<file path="src/rtl/data_restore_pkg.sv">
// Shared constants for the byte-increment stage and its receive-side restore.
package data_restore_pkg;

  localparam int DATA_W = 8;

  // Must match the offset added by the transmit-side processing stage.
  localparam logic [DATA_W-1:0] PROC_OFFSET = 8'h01;

  function automatic logic [DATA_W-1:0] restore_byte(input logic [DATA_W-1:0] d);
    return d - PROC_OFFSET;
  endfunction

endpackage

</file>
<file path="src/rtl/data_restore_sync_fifo.sv">
// Synchronous FIFO with registered head output (zero when empty); 1-cycle write-to-valid.
// Push while full is accepted only together with a pop; otherwise the write is ignored.
module sync_fifo #(
  parameter int DATA_W = data_restore_pkg::DATA_W,
  parameter int DEPTH  = 8
) (
  input  logic                      clk,
  input  logic                      rst_n,
  input  logic                      push,
  input  logic [DATA_W-1:0]         push_data,
  input  logic                      pop,
  output logic [DATA_W-1:0]         head_data,
  output logic                      head_valid,
  output logic [$clog2(DEPTH):0]    level,
  output logic                      full
);

  localparam int AW = $clog2(DEPTH);
  localparam int LW = AW + 1;

  logic [DATA_W-1:0] mem [DEPTH];
  logic [AW-1:0]     wr_ptr, rd_ptr, rd_ptr_nxt;
  logic [LW-1:0]     after_pop, level_nxt;
  logic [DATA_W-1:0] head_nxt;
  logic              do_pop, do_push;

  assign do_pop  = pop && head_valid;
  assign do_push = push && (!full || do_pop);

  // The next head is the incoming byte only when nothing older survives this edge.
  always_comb begin
    after_pop  = level - LW'(do_pop);
    level_nxt  = after_pop + LW'(do_push);
    rd_ptr_nxt = rd_ptr + AW'(do_pop);
    head_nxt   = '0;
    if (level_nxt != '0) begin
      if (after_pop == '0) head_nxt = push_data;
      else                 head_nxt = mem[rd_ptr_nxt];
    end
  end

  always_ff @(posedge clk) begin
    if (do_push) mem[wr_ptr] <= push_data;
  end

  always_ff @(posedge clk or negedge rst_n) begin
    if (!rst_n) begin
      wr_ptr     <= '0;
      rd_ptr     <= '0;
      level      <= '0;
      full       <= 1'b0;
      head_valid <= 1'b0;
      head_data  <= '0;
    end else begin
      if (do_push) wr_ptr <= wr_ptr + AW'(1);
      rd_ptr     <= rd_ptr_nxt;
      level      <= level_nxt;
      full       <= (level_nxt == LW'(DEPTH));
      head_valid <= (level_nxt != '0);
      head_data  <= head_nxt;
    end
  end

endmodule

</file>
<file path="src/rtl/data_restore.sv">
// Removes the transmit offset and buffers bytes on valid/ready; 1-cycle in-to-out latency.
// Input cannot be stalled: bytes arriving while full with no pop are dropped (overflow, DATA_RESTORE_STATS_EN adds drop_cnt).
module data_restore
  import data_restore_pkg::*;
#(
  parameter int DEPTH = 8
`ifdef DATA_RESTORE_STATS_EN
  , parameter int CNT_W = 16
`endif
) (
  input  logic                    clk,
  input  logic                    rst_n,
  input  logic [DATA_W-1:0]       in_data,
  input  logic                    in_valid,
  output logic [DATA_W-1:0]       out_data,
  output logic                    out_valid,
  input  logic                    out_ready,
  output logic [$clog2(DEPTH):0]  level,
  output logic                    full,
  output logic                    overflow
`ifdef DATA_RESTORE_STATS_EN
  , output logic [CNT_W-1:0]      drop_cnt
`endif
);

  logic pop;
  logic drop;

  assign pop  = out_valid && out_ready;
  assign drop = in_valid && full && !pop;

  sync_fifo #(
    .DATA_W (DATA_W),
    .DEPTH  (DEPTH)
  ) u_fifo (
    .clk        (clk),
    .rst_n      (rst_n),
    .push       (in_valid),
    .push_data  (restore_byte(in_data)),
    .pop        (out_ready),
    .head_data  (out_data),
    .head_valid (out_valid),
    .level      (level),
    .full       (full)
  );

  always_ff @(posedge clk or negedge rst_n) begin
    if (!rst_n) overflow <= 1'b0;
    else        overflow <= drop;
  end

`ifdef DATA_RESTORE_STATS_EN
  always_ff @(posedge clk or negedge rst_n) begin
    if (!rst_n)                        drop_cnt <= '0;
    else if (drop && drop_cnt != '1)   drop_cnt <= drop_cnt + CNT_W'(1);
  end
`endif

endmodule

</file>
<file path="config.mk">
export PLATFORM = sky130hd
export DESIGN_NAME = data_restore
export DESIGN_NICKNAME = d
export VERILOG_FILES = /design/src/rtl/data_restore_pkg.sv /design/src/rtl/data_restore_sync_fifo.sv /design/src/rtl/data_restore.sv
export SDC_FILE = /design/constraint.sdc
export NUM_CORES = 1
export LEC_CHECK = 0
export CAP_MARGIN = 10
export CORE_MARGIN = 4
export CORE_UTILIZATION = 35
export CTS_CLUSTER_DIAMETER = 40
export DETAILED_ROUTE_END_ITERATION = 8
export PLACE_DENSITY_LB_ADDON = 0.05
export SETUP_SLACK_MARGIN = 0.2
export SKIP_CTS_REPAIR_TIMING = 1
export SYNTH_ARGS = -nofsm -noshare
export SYNTH_HDL_FRONTEND = slang
export SYNTH_SLANG_ARGS = --single-unit
export TNS_END_PERCENT = 30
</file>
<file path="constraint.sdc">
create_clock -name clk -period 2.55 [get_ports clk]
set_clock_uncertainty 0.1 [all_clocks]
set_input_delay 0.765 -clock clk [delete_from_list [all_inputs] [get_ports clk]]
set_output_delay 0.765 -clock clk [all_outputs]
set_load 0.05 [all_outputs]
</file>
==> flow_summary.ini <==
[yosys]
synth_most_common_cell = edfxtp_1
synth.net_count = 207
synthAdderAreaFrac = 0.01814
synth_top_family_by_area = multiplexers
synth.area.top_cells = edfxtp_1 56%, dfrtp_1 15%, mux4_2 6.5%
synthDistinctLibCells = 34
synth_common_cells = 64 x edfxtp_1, 21 x dfrtp_1, 13 x nor2_1, 10 x mux4_2
ys_seq_area_frac = 0.7095
synth.area.mux_share = 0.1201
synth-simple-area-share = 0.07218
synth_top_area_cell = edfxtp_1
synth_compound_area_frac = 0.02757
synth_xor_area_frac = 0.04099
synth_top_area_frac = 0.5571
ys_async_sr_fraction = 0.2471
netlist_area_sq_um = 3450
synth_edf_count = 64
ys_ff_latch = 85
synthCells = 190
synth-main-ff-cell = edfxtp_1
syn_area_per_cell_sq_um = 18.16
yosys_warnings = 0

[place]
place_area_sq_um = 4219
globalplace.congestion = 0.7478
dp_cells = 383
pre_cts_slack_ns = -0.6998
port_buffers = 26
hpwl_mm = 5.419

[timing]
setup_slack_ns = 0.1273
tns_ns = 0
fmax_mhz = 412.8
fin_crit_ns = 2.423
rsz0062_at_grt = yes
finalHoldViolCount = 0
tightest_slew_ns = 0.5766
hold_slack_ns = 0.4358
relSlewSlack = 0.6128
finalCritPeriodShare = 0.9501
finalSetupViolCount = 0
slew_viol_final = 0

[drt]
viasPerCell = 4.879
ant_nets = 0
wire_per_inst_microns = 19.70
drt_iter0_drc = 82
wl_mm = 7.979
num_vias = 1976
drcViolationCount = 0
dr.pass1.iters = 4

[setup_path]
cpMostUsedCell = ha_4
cp_num_buf_inv = 1
path_cells = buf_8, nand3b_1, nand2_2, ha_4, ha_4, xnor2_2, xnor2_1, or3_4, nor2_4, nor3_2
cp_slowest_cell = or3_4
r2r_start = u_fifo.head_valid
worstPathRequired_ns = 2.68
cp.arrival_ns = 2.55
path_delay_family = simple AND/OR/NAND/NOR gates
critPathKind = in2reg
rrSetupSlack_ns = 0.16
cp_max_fo = 7
r2r-end = u_fifo.head_data[4]
end_kind = flop
rr_worst_depth = 9
slowest_delay_ns = 0.42
start_kind = primary input

[clock_network]
cts_tree = built
cts.sinks = 85
insertion_delay_ns = 0.35
cts_root_buf = clkbuf_8
cts_max_level = 3
clk_pin_slew_ns = 0.09
clock_path_buffers = 2
numCtsBuffers = 9

[job]
max_cap_violations = 0

[power]
intPower_mw = 3.694
leakagePower_nw = 1.841
p_comb_frac = 0.472
vdd_ir_drop_max_mv = 0.5072
p_per_area_nw_per_um2 = 1255
seqPwrFrac = 0.347
switching_share = 0.3622
total_power_mw = 5.791
power.clock.fraction = 0.182
switchingPower_mw = 2.097

[floorplanning]
die_w_microns = 107.3
io_pins = 27
die_y_microns = 107.3
die-area_sq_um = 11510
rows = 35
core_sq_um = 9415
initial_core_util = 0.3664

[grt]
grt-ovfl-total = 0
grtUsageTotal = 0.1454
grt_max_degree = 22
grt_pass1_vias = 2075
grt_pass1_wl_mm = 12.03
antenna_found_initial = 0

[final_layout]
stdcell_area_sq_um = 4616
final_cells = 405
nets = 288
syn_to_final_growth_pct = 33.80
post-route-util = 0.4902
fill_cells = 811
drive_above_1_share = 0.3478
diodes = 0

[worst_hold_path]
min_to = u_fifo.wr_ptr[0]
hold_path_depth = 1
hold_class = reg2reg
hold_path.startpoint = u_fifo.wr_ptr[0]

[run_status]
outcome = complete, no violations
==> final cells by class <==
cell class | instances | area [sq um] | area share
Tap cell | 129 | 161.4 | 0.03497
Clock inverter | 7 | 97.59 | 0.02114
Clock buffer | 9 | 123.9 | 0.02684
Inverter | 4 | 15.01 | 0.003253
Sequential cell | 85 | 2449 | 0.5305
Multi-Input combinational cell | 99 | 1094 | 0.2369
Timing Repair Buffer | 72 | 675.6 | 0.1464
==> sequential cells by signal (all words and copies together) (netlist names) <==
signal,cells
u_fifo.rd_ptr,3
u_fifo.full,1
u_fifo.wr_ptr,3
u_fifo.head_valid,1
overflow,1
u_fifo.head_data,8
u_fifo.level,4
u_fifo.mem,64
==> worst max path at each step <==
stage / depth (start not counted) / startpoint / slack (ns) / endpoint
after floorplan: 8 / out_ready / 0.07 / u_fifo.head_data[7]
after global placement: 10 / out_ready / -0.57 / u_fifo.head_data[2]
after detailed placement: 9 / out_ready / -0.70 / u_fifo.head_data[2]
after CTS: 9 / out_ready / -0.34 / u_fifo.head_data[2]
after global routing: 10 / out_ready / 0.07 / u_fifo.head_data[4]
final: 10 / out_ready / 0.13 / u_fifo.head_data[4]
==> power by group through the flow <==
| stage | Sequential [mW] | Combinational (mW) | Clock [mW] |
|---|---|---|---|
| 3_5_place_dp | 2.04 | 2.60 | 0 |
| 2_1_floorplan | 2.39 | 1.27 | 0 |
| 5_1_grt | 2.04 | 2.92 | 1.14 |
| 4_1_cts | 2.01 | 2.61 | 1.08 |
| 6_report | 2.01 | 2.73 | 1.05 |
| 3_3_place_gp | 2.02 | 2.56 | 0 |
==> per-layer routing <==
| layer | part of all wire | GRT usage | vias to the layer above |
|---|---|---|---|
| met2 | 0.50 | 0.2364 | 36 |
| li1 | - | - | 907 |
| met3 | 0.033 | 0.02939 | 12 |
| met1 | 0.45 | 0.1907 | 1021 |
| met5 | 0 | 0 | - |
| met4 | 0.018 | 0.05936 | 0 |
==> cell families after synthesis <==
kind of cell | Yosys count
flip-flops | 85
multiplexers | 19
XOR/XNOR | 14
adder cells (fa/ha/maj) | 5
AO/OA/AOI/OAI | 13
buffers and inverters | 6
AND/OR/NAND/NOR | 48
==> cell usage in the layout (no fill, tap or decap), types with 3 or more instances in the layout <==
master	netlist	routed
dlymetal6s2s_1	0	16
nor2_1	13	13
xor2_1	4	4
o22ai_1	6	6
edfxtp_1	64	64
mux4_1	6	6
nor3_1	9	5
nand2_1	8	7
nor3_2	0	4
clkdlybuf4s50_1	0	9
inv_1	4	4
nand2b_1	4	4
dfrtp_1	21	20
clkbuf_8	0	9
ha_1	5	3
buf_4	0	44
and3_1	4	4
xnor2_1	9	6
mux4_2	10	10
(Power assumes the default switching activity.)
